$ cat src/rtl/rv32i_pkg.sv
`default_nettype none
// ============================================================================
//  Module   : rv32i_pkg
//  Brief    : Shared opcode constants, sequencer state type and control
//             encodings for the RV32I multi-cycle sequencer.
//  Revision : 1.0 - initial release
// ============================================================================
package rv32i_pkg;

    // RV32I base opcodes
    localparam logic [6:0] OP_R      = 7'b0110011;
    localparam logic [6:0] OP_I      = 7'b0010011;
    localparam logic [6:0] OP_LOAD   = 7'b0000011;
    localparam logic [6:0] OP_STORE  = 7'b0100011;
    localparam logic [6:0] OP_BRANCH = 7'b1100011;
    localparam logic [6:0] OP_JAL    = 7'b1101111;
    localparam logic [6:0] OP_JALR   = 7'b1100111;
    localparam logic [6:0] OP_LUI    = 7'b0110111;
    localparam logic [6:0] OP_AUIPC  = 7'b0010111;

    // Sequencer states, 3-bit encoding
    typedef enum logic [2:0] {
        ST_IDLE   = 3'd0,
        ST_FETCH  = 3'd1,
        ST_DECODE = 3'd2,
        ST_EXEC   = 3'd3,
        ST_MEM    = 3'd4,
        ST_WB     = 3'd5,
        ST_TRAP   = 3'd6
    } state_e;

    // Next-PC source select
    localparam logic [1:0] PC_SRC_PLUS4  = 2'd0;
    localparam logic [1:0] PC_SRC_BRANCH = 2'd1;
    localparam logic [1:0] PC_SRC_JAL    = 2'd2;
    localparam logic [1:0] PC_SRC_JALR   = 2'd3;

    // Write-back source select
    localparam logic [1:0] WB_SEL_ALU = 2'd0;
    localparam logic [1:0] WB_SEL_MEM = 2'd1;
    localparam logic [1:0] WB_SEL_PC4 = 2'd2;

    // Trap cause codes
    localparam logic [1:0] TRAP_NONE        = 2'd0;
    localparam logic [1:0] TRAP_ILLEGAL     = 2'd1;
    localparam logic [1:0] TRAP_MEM_TIMEOUT = 2'd2;

    // True for the nine base opcodes the sequencer knows how to walk
    function automatic logic is_legal_opcode(input logic [6:0] op);
        logic legal;
        case (op)
            OP_R, OP_I, OP_LOAD, OP_STORE, OP_BRANCH,
            OP_JAL, OP_JALR, OP_LUI, OP_AUIPC: legal = 1'b1;
            default:                           legal = 1'b0;
        endcase
        return legal;
    endfunction

endpackage
`default_nettype wire

$ cat src/rtl/mem_wait_timer.sv
`default_nettype none
// ============================================================================
//  Module   : mem_wait_timer
//  Brief    : Counts consecutive stalled cycles of a memory request and flags
//             a timeout on the last allowed cycle when ready is still low.
//  Revision : 1.0 - initial release
// ============================================================================
module mem_wait_timer #(
    parameter int MEM_TIMEOUT = 16
) (
    input  logic clk,
    input  logic rst,
    input  logic req_i,
    input  logic ready_i,
    output logic timeout_o
);

    localparam int              CW      = (MEM_TIMEOUT > 1) ? $clog2(MEM_TIMEOUT) : 1;
    localparam logic [CW-1:0]   C_LIMIT = CW'(MEM_TIMEOUT - 1);

    logic [CW-1:0] cnt_q;

    // Count stalled cycles; any completed access or idle cycle restarts the count
    always_ff @(posedge clk) begin
        if (rst) begin
            cnt_q <= '0;
        end else if (req_i && !ready_i) begin
            cnt_q <= cnt_q + 1'b1;
        end else begin
            cnt_q <= '0;
        end
    end

    // A ready arriving on the limit cycle wins, so ready masks the timeout
    assign timeout_o = req_i && !ready_i && (cnt_q == C_LIMIT);

endmodule
`default_nettype wire

$ cat src/rtl/rv32i_mc_sequencer.sv
`default_nettype none
// ============================================================================
//  Module   : rv32i_mc_sequencer
//  Brief    : Multi-cycle RV32I control FSM over a single shared memory port.
//             FETCH -> DECODE -> EXEC -> [MEM] -> WB, retire counting and a
//             sticky trap on illegal opcodes or memory timeouts.
//  Revision : 1.0 - initial release
// ============================================================================
module rv32i_mc_sequencer
    import rv32i_pkg::*;
#(
    parameter int MEM_TIMEOUT = 16,
    parameter int CNT_W       = 32
) (
    input  logic             clk,
    input  logic             rst,
    input  logic             run,
    input  logic [6:0]       opcode,
    input  logic             reg_write,
    input  logic             mem_to_reg,
    input  logic             mem_read,
    input  logic             mem_write,
    input  logic             branch,
    input  logic             jump,
    input  logic             jalr,
    input  logic             branch_taken,
    input  logic             mem_ready,
    output logic             mem_req,
    output logic             mem_we,
    output logic             addr_sel,
    output logic             ir_we,
    output logic             rf_we,
    output logic [1:0]       wb_sel,
    output logic             pc_we,
    output logic [1:0]       pc_src,
    output logic             retire,
    output logic [CNT_W-1:0] instret,
    output logic             trapped,
    output logic [1:0]       trap_cause
);

    state_e           state_q;
    logic             reg_write_q;
    logic             mem_to_reg_q;
    logic             mem_read_q;
    logic             mem_write_q;
    logic             branch_q;
    logic             jump_q;
    logic             jalr_q;
    logic             taken_q;
    logic [CNT_W-1:0] instret_q;
    logic             trapped_q;
    logic [1:0]       trap_cause_q;
    logic             mem_timeout;

    mem_wait_timer #(
        .MEM_TIMEOUT (MEM_TIMEOUT)
    ) u_mem_wait_timer (
        .clk       (clk),
        .rst       (rst),
        .req_i     (mem_req),
        .ready_i   (mem_ready),
        .timeout_o (mem_timeout)
    );

    // Strobe decode: request/address/write come from registered state only;
    // IR load and store retirement must fire in the mem_ready cycle itself
    always_comb begin
        mem_req  = 1'b0;
        mem_we   = 1'b0;
        addr_sel = 1'b0;
        ir_we    = 1'b0;
        rf_we    = 1'b0;
        wb_sel   = WB_SEL_ALU;
        pc_we    = 1'b0;
        pc_src   = PC_SRC_PLUS4;
        retire   = 1'b0;
        case (state_q)
            ST_FETCH: begin
                mem_req = 1'b1;
                ir_we   = mem_ready;
            end
            ST_MEM: begin
                mem_req  = 1'b1;
                addr_sel = 1'b1;
                mem_we   = mem_write_q;
                if (mem_ready && mem_write_q) begin
                    pc_we  = 1'b1;
                    pc_src = PC_SRC_PLUS4;
                    retire = 1'b1;
                end
            end
            ST_WB: begin
                rf_we  = reg_write_q;
                pc_we  = 1'b1;
                retire = 1'b1;
                if (jump_q || jalr_q) begin
                    wb_sel = WB_SEL_PC4;
                end else if (mem_to_reg_q) begin
                    wb_sel = WB_SEL_MEM;
                end
                if (jump_q) begin
                    pc_src = PC_SRC_JAL;
                end else if (jalr_q) begin
                    pc_src = PC_SRC_JALR;
                end else if (branch_q && taken_q) begin
                    pc_src = PC_SRC_BRANCH;
                end
            end
            default: ;
        endcase
    end

    // Instruction sequencing, flag latching, retire counting and trap capture
    always_ff @(posedge clk) begin
        if (rst) begin
            state_q      <= ST_IDLE;
            reg_write_q  <= 1'b0;
            mem_to_reg_q <= 1'b0;
            mem_read_q   <= 1'b0;
            mem_write_q  <= 1'b0;
            branch_q     <= 1'b0;
            jump_q       <= 1'b0;
            jalr_q       <= 1'b0;
            taken_q      <= 1'b0;
            instret_q    <= '0;
            trapped_q    <= 1'b0;
            trap_cause_q <= TRAP_NONE;
        end else begin
            case (state_q)
                ST_IDLE: begin
                    if (run) begin
                        state_q <= ST_FETCH;
                    end
                end
                ST_FETCH: begin
                    if (mem_ready) begin
                        state_q <= ST_DECODE;
                    end else if (mem_timeout) begin
                        state_q      <= ST_TRAP;
                        trapped_q    <= 1'b1;
                        trap_cause_q <= TRAP_MEM_TIMEOUT;
                    end
                end
                ST_DECODE: begin
                    reg_write_q  <= reg_write;
                    mem_to_reg_q <= mem_to_reg;
                    mem_read_q   <= mem_read;
                    mem_write_q  <= mem_write;
                    branch_q     <= branch;
                    jump_q       <= jump;
                    jalr_q       <= jalr;
                    if (!is_legal_opcode(opcode)) begin
                        state_q      <= ST_TRAP;
                        trapped_q    <= 1'b1;
                        trap_cause_q <= TRAP_ILLEGAL;
                    end else begin
                        state_q <= ST_EXEC;
                    end
                end
                ST_EXEC: begin
                    taken_q <= branch_q && branch_taken;
                    state_q <= (mem_read_q || mem_write_q) ? ST_MEM : ST_WB;
                end
                ST_MEM: begin
                    if (mem_ready) begin
                        if (mem_write_q) begin
                            state_q <= run ? ST_FETCH : ST_IDLE;
                        end else begin
                            state_q <= ST_WB;
                        end
                    end else if (mem_timeout) begin
                        state_q      <= ST_TRAP;
                        trapped_q    <= 1'b1;
                        trap_cause_q <= TRAP_MEM_TIMEOUT;
                    end
                end
                ST_WB: begin
                    state_q <= run ? ST_FETCH : ST_IDLE;
                end
                ST_TRAP: begin
                    state_q <= ST_TRAP;
                end
                default: begin
                    state_q <= ST_IDLE;
                end
            endcase
            if (retire) begin
                instret_q <= instret_q + 1'b1;
            end
        end
    end

    assign instret    = instret_q;
    assign trapped    = trapped_q;
    assign trap_cause = trap_cause_q;

endmodule
`default_nettype wire

$ cat config.mk
export PLATFORM = sky130hd
export DESIGN_NAME = rv32i_mc_sequencer
export DESIGN_NICKNAME = d
export VERILOG_FILES = /design/src/rtl/rv32i_pkg.sv /design/src/rtl/mem_wait_timer.sv /design/src/rtl/rv32i_mc_sequencer.sv
export SDC_FILE = /design/constraint.sdc
export NUM_CORES = 1
export LEC_CHECK = 0
export CAP_MARGIN = 20
export CORE_MARGIN = 5
export CORE_UTILIZATION = 45
export DETAILED_ROUTE_END_ITERATION = 8
export GPL_TIMING_DRIVEN = 0
export MAX_ROUTING_LAYER = met4
export PLACE_DENSITY = 0.83
export RECOVER_POWER = 100
export SLEW_MARGIN = 15
export SYNTH_ARGS = -nofsm -noshare
export SYNTH_HDL_FRONTEND = slang
export SYNTH_HIERARCHICAL = 1
export SYNTH_SLANG_ARGS = --single-unit
export TNS_END_PERCENT = 20
$ cat constraint.sdc
create_clock -name clk -period 5.1 [get_ports clk]
set_clock_uncertainty 0.05 [all_clocks]
set_input_delay 0.51 -clock clk [delete_from_list [all_inputs] [get_ports clk]]
set_output_delay 0.51 -clock clk [all_outputs]
set_load 0.05 [all_outputs]
# == Word-level counts from Yosys, hierarchy flattened ==
# Index checks and enable logic that the tools add are counted.
# op_classes
n_eq_ne,20
addsub,2
n_mux,34
n_reduce_logical,14
bitwise,1
# ops
operator,count
"adder 32 x 1 -> 32 bit, second input constant",1
"equality test 7 x 6 -> 1 bit, second input constant",3
"equality test 7 bit, second input constant",3
one-hot mux 3 bit (7 select lines),1
two-way mux 3 bit,6
two-way mux 1 bit,16
two-way mux 2 bit,8
"equality test 7 x 5 -> 1 bit, second input constant",2
"equality test 3 bit, second input constant",3
OR reduction 9 bit,1
"equality test 7 x 2 -> 1 bit, second input constant",1
"equality test 3 x 2 -> 1 bit, second input constant",2
"!= test 2 bit, second input constant",3
logical AND 1 bit,5
"adder 4 x 1 -> 4 bit, second input constant",1
"equality test 4 bit, second input constant",1
one-hot mux 1 bit (2 select lines),2
one-hot mux 2 bit (2 select lines),1
AND reduction 4 bit,1
OR reduction 2 bit,2
"equality test 3 x 1 -> 1 bit, second input constant",1
logical NOT 3 bit,1
logical OR 1 bit,2
"!= test 2 x 1 -> 1 bit, second input constant",1
other kinds (3),3
# word_totals
regBits,50
inputBits,19
wordCells,84

# == Logic depth before layout (Yosys ltp) ==
# depth
ltp_word,8
ltp_mapped,8
ltp_nobuf,8

# == Modules after synthesis ==
# The synthesis kept the hierarchy.
# by_module_without_submodules
module,cells_per_inst,instances,area_per_inst_um2
rv32i_mc_sequencer,262,1,2192.1
mem_wait_timer,17,1,175.2

# == Least setup slack after synthesis ==
# Ideal clock, no wire load.
# synth_timing
path_kind,flip-flop to output port
from,register state_q[0]
to,output port ir_we
n_path_buf,1
path_stages_with_launch,3
t_required_ps,4540
arrival_time_ps,2305
slack_ps,2235
cell_sequence,dfxtp_1 clkbuf_1 nor4b_1
# synth_via
elab_chain_len,2
# synth_rtl
item,line,text
"start, declared",rv32i_mc_sequencer.sv:42,state_e state_q;
"start signal, assigned",rv32i_mc_sequencer.sv:163,state_q <= (mem_read_q || mem_write_q) ? ST_MEM : ST_WB;
"start signal, assigned",rv32i_mc_sequencer.sv:168,state_q <= run ? ST_FETCH : ST_IDLE;
"start signal, assigned",rv32i_mc_sequencer.sv:179,state_q <= run ? ST_FETCH : ST_IDLE;
equality test 3 x 1 -> 1 bit,rv32i_mc_sequencer.sv:78,case (state_q)
two-way mux 1 bit,rv32i_mc_sequencer.sv:78,
"end, declared",rv32i_mc_sequencer.sv:31,"output logic ir_we,"
# No other way between the ends.

# == Worst setup path after layout ==
# layout_timing
from,input port mem_ready
to,output port retire
# layout_via
elab_chain_len,3
# layout_rtl
item,line,text
"start, declared",rv32i_mc_sequencer.sv:27,"input logic mem_ready,"
logical AND 1 bit,rv32i_mc_sequencer.sv:87,if (mem_ready && mem_write_q) begin
two-way mux 1 bit,rv32i_mc_sequencer.sv:87,
one-hot mux 1 bit (2 select lines),rv32i_mc_sequencer.sv:78,
"end, declared",rv32i_mc_sequencer.sv:36,"output logic retire,"
# No other way between the ends.

==> flow_metrics.env <==
export IMPL_status="complete, no violations"
export IMPL_slew_violations=0
export IMPL_leakage_uw=0.001283
export IMPL_worstPathArrival_ns=2.83
export IMPL_synth_nets=300
export IMPL_worstSetupEndpointType="primary output"
export IMPL_cts_tree="yes"
export IMPL_vias=2232
export IMPL_grt_max_degree=16
export IMPL_min_path_cells=1
export IMPL_max_freq_mhz=295.1
export IMPL_synthFlopType="dfxtp_1"
export IMPL_grt_pass1_wl_um=9563
export IMPL_nNetsFinal=371
export IMPL_grt_ovfl_total=0
export IMPL_path_class="in2out"
export IMPL_yosys_area_top_type_share=0.4228
export IMPL_seq_area_sq_mm=0.001001
export IMPL_cts_setup_buffers=0
export IMPL_postCtsResizedCells=0
export IMPL_cp_slowest_cell="dlygate4sd3_1"
export IMPL_drive_above_1_share=0.04274
export IMPL_crit_required_ns=4.54
export IMPL_rsz0062_at_grt="false"
export IMPL_drv_cap=0
export IMPL_synthArstFlopShare=0
export IMPL_coreArea_sq_mm=0.005107
export IMPL_fp_row_count=26
export IMPL_cts_sinks=50
export IMPL_multi_input_area_sq_mm=0.001240
export IMPL_drtAntennaViolNets=0
export IMPL_setup_viol=0
export IMPL_antenna_found_initial=0
export IMPL_synth_compound_area_share=0.07928
export IMPL_cts_buffers=5
export IMPL_r2r_end="instret[31]$_SDFFE_PP0P_"
export IMPL_synthMuxAreaShare=0.03488
export IMPL_crit_top_cell="dlygate4sd3_1"
export IMPL_synth_top_family_by_area="simple AND/OR/NAND/NOR gates"
export IMPL_cpPeakStageDelay_ns=0.87
export IMPL_synth_top_area_cell="dfxtp_1"
export IMPL_drc_errors=0
export IMPL_vdd_ir_drop_max_v=0.0001587
export IMPL_place_hpwl_um=4382
export IMPL_io_pins=65
export IMPL_synthAdderAreaFrac=0.01057
export IMPL_synth_area_sq_mm=0.002367
export IMPL_syn_mean_instance_area_sq_um=8.485
export IMPL_htree_levels=2
export IMPL_drt_total_wl_um=5734
export IMPL_holdWs_ns=0.4040
export IMPL_syn_to_final_growth_pct=34.51
export IMPL_critPathTopFamily="buffers and inverters"
export IMPL_hold_viol=0
export IMPL_antenna_cells=0
export IMPL_synthCells=279
export IMPL_first_pass_iters=5
export IMPL_yosysUniqueCellTypes=46
export IMPL_gp_congestion=0.8679
export IMPL_min_from="u_mem_wait_timer/cnt_q[0]$_SDFF_PP0_"
export IMPL_min_period_ns=3.389
export IMPL_tightestPinTransition_ns=0.5849
export IMPL_regToRegSetupSlack_ns=2.81
export IMPL_slew_headroom=0.6050
export IMPL_ys_top_cells_by_area="dfxtp_1 (42%), nor2_1 (8.7%), xor2_1 (7.0%)"
export IMPL_io_buffers=64
export IMPL_ys_warn_count=6
export IMPL_clk_path_buf_depth=2
export IMPL_pre_cts_ws_ns=1.855
export IMPL_grt_usage=0.1835
export IMPL_cp_start_kind="input pin"
export IMPL_tns_ns=0
export IMPL_clk_latency_ns=0.30
export IMPL_ys_seq_area_frac=0.4228
export IMPL_utilization=0.6235
export IMPL_hp_class="reg2reg"
export IMPL_fin_crit_sh=0.6645
export IMPL_nFillCells=468
export IMPL_synth_edf_count=0
export IMPL_die_w_um=82.53
export IMPL_powerDensity_mw_per_mm2=303.9
export IMPL_routedWlPerCell_um=13.62
export IMPL_timing_critical_path_buf_inv=4
export IMPL_ctsHoldBuffers=0
export IMPL_layout_setup_ws_ns=1.711
export IMPL_path_clk_slew_ns=0.09
export IMPL_initial_core_util=0.4635
export IMPL_die_area_sq_mm=0.006811
export IMPL_drt_iter0_drc=72
export IMPL_r2r_cells=5
export IMPL_drt_vias_per_instance=5.302
export IMPL_die_h_um=82.53
export IMPL_ys_ff_latch=50
export IMPL_cts_root_buf="clkbuf_8"
export IMPL_rr_startpoint="instret[10]$_SDFFE_PP0P_"
export IMPL_grt_pass1_vias=2160
export IMPL_hold_end="u_mem_wait_timer/cnt_q[0]$_SDFF_PP0_"
export IMPL_path_max_fanout=10
export IMPL_path_cells="dlygate4sd3_1 > a21o_1 > and2_0 > clkbuf_1 > buf_4 > dlygate4sd3_1"
export IMPL_synth_xor_area_frac=0.1073
export IMPL_post_synth_and_or_nand_nor_area_fraction=0.3002
-- flip-flops by register name, indices dropped and copies added (netlist names) --
signal	cells
instret	32
u_mem_wait_timer/cnt_q	4
state_q	3
trap_cause	2
branch_q	1
jalr_q	1
jump_q	1
mem_read_q	1
mem_to_reg_q	1
mem_write_q	1
reg_write_q	1
taken_q	1
trapped	1
-- cells in the final DEF (no fill, tap or decap), types with 2 or more instances in the layout --
cell type        count
a211oi_1             2
a21o_1               2
a21oi_1             11
and2_1               3
and3_1               6
and4_1               4
buf_4                2
clkbuf_1            13
clkbuf_8             5
clkdlybuf4s50_1     16
clkinv_2             2
dfxtp_1             50
dlygate4sd3_1       48
ha_1                 2
inv_1               10
mux2i_1              6
nand2_1             12
nand2b_1             2
nand3_1             10
nand4_1             17
nor2_1              55
nor2b_1              4
nor3_1               4
nor4_1               4
nor4b_1              2
o21ai_0              6
or3_1                4
xnor2_1             10
xor2_1              19
-- synthesized netlist by cell type, types with 2 or more instances --
| library cell | instances |
|---|---|
| nor2_1 | 55 |
| dfxtp_1 | 50 |
| xor2_1 | 19 |
| nand4_1 | 17 |
| clkbuf_1 | 12 |
| nand2_1 | 12 |
| a21oi_1 | 11 |
| inv_1 | 10 |
| nand3_1 | 10 |
| xnor2_1 | 10 |
| and3_1 | 6 |
| mux2i_1 | 6 |
| o21ai_0 | 6 |
| and2_1 | 4 |
| and4_1 | 4 |
| nor2b_1 | 4 |
| nor3_1 | 4 |
| nor4_1 | 3 |
| or3_1 | 3 |
| a211oi_1 | 2 |
| a21o_1 | 2 |
| buf_4 | 2 |
| ha_1 | 2 |
| nand2b_1 | 2 |
| nor4b_1 | 2 |
-- stage by stage --
stage | power [uW] | instances | instance area, sq um
2_1_floorplan | 630.0 | 279 | 2367
4_1_cts | 979.8 | 421 | 3204
3_3_place_gp | 705.9 | 413 | 3095
5_1_grt | 1016 | 421 | 3184
6_report | 967.6 | 421 | 3184
3_5_place_dp | 710.4 | 413 | 3095
-- how the worst max path moves through the flow --
stage | startpoint | end | slack, ns | cells past startpoint
floorplan | state_q[0]$_SDFFE_PP0P_ | ir_we | 2.23 | 2
global placement | mem_ready | retire | 1.90 | 6
detailed placement | mem_ready | retire | 1.86 | 6
CTS | mem_ready | retire | 1.85 | 6
global route | mem_ready | retire | 1.58 | 6
finish | mem_ready | retire | 1.71 | 6
-- area by class of cell --
cell class / instances / area share
Tap cell: 70 / 0.02750
Clock buffer: 5 / 0.02161
Inverter: 10 / 0.01179
Multi-Input combinational cell: 203 / 0.3894
Buffer: 16 / 0.02161
Timing Repair Buffer: 64 / 0.2012
Clock inverter: 3 / 0.01257
Sequential cell: 50 / 0.3143
-- power breakdown --
group	total, uW	internal [uW]	leakage (uW)	switching, uW
Combinational	262	98.5	0.000821	164
Sequential	434	412	0.000404	21.3
Clock	272	144	0.0000579	127
Total	968	655	0.00128	312
-- routing by layer --
| layer | vias to the layer above | wire, um | GRT usage |
|---|---|---|---|
| li1 | 1100 | - | - |
| met1 | 1049 | 2456 | 0.2125 |
| met2 | 77 | 2819 | 0.3245 |
| met3 | 6 | 405 | 0.04013 |
| met4 | 0 | 51 | 0.04085 |
| met5 | - | 0 | - |
-- logic make-up (layout without fill, tap and decap cells) --
group,count (synthesis),after routing
adders and majority gates,2,2
and+or+nand+nor,134,134
muxes,8,8
DFF,50,50
buffers and inverters,26,98
xor gates and xnor gates,29,29
AOI/OAI and AO/OA,30,30
-- worst reg2reg max path, cell delays in order, from the launching register on --
cell and delay [ns]:
dfxtp_1 0.48, nand4_1 0.16, or4_4 0.52, or3_1 0.37
nor4_1 0.25, mux2_1 0.35
No activity file was read; power rests on OpenSTA's default activity.
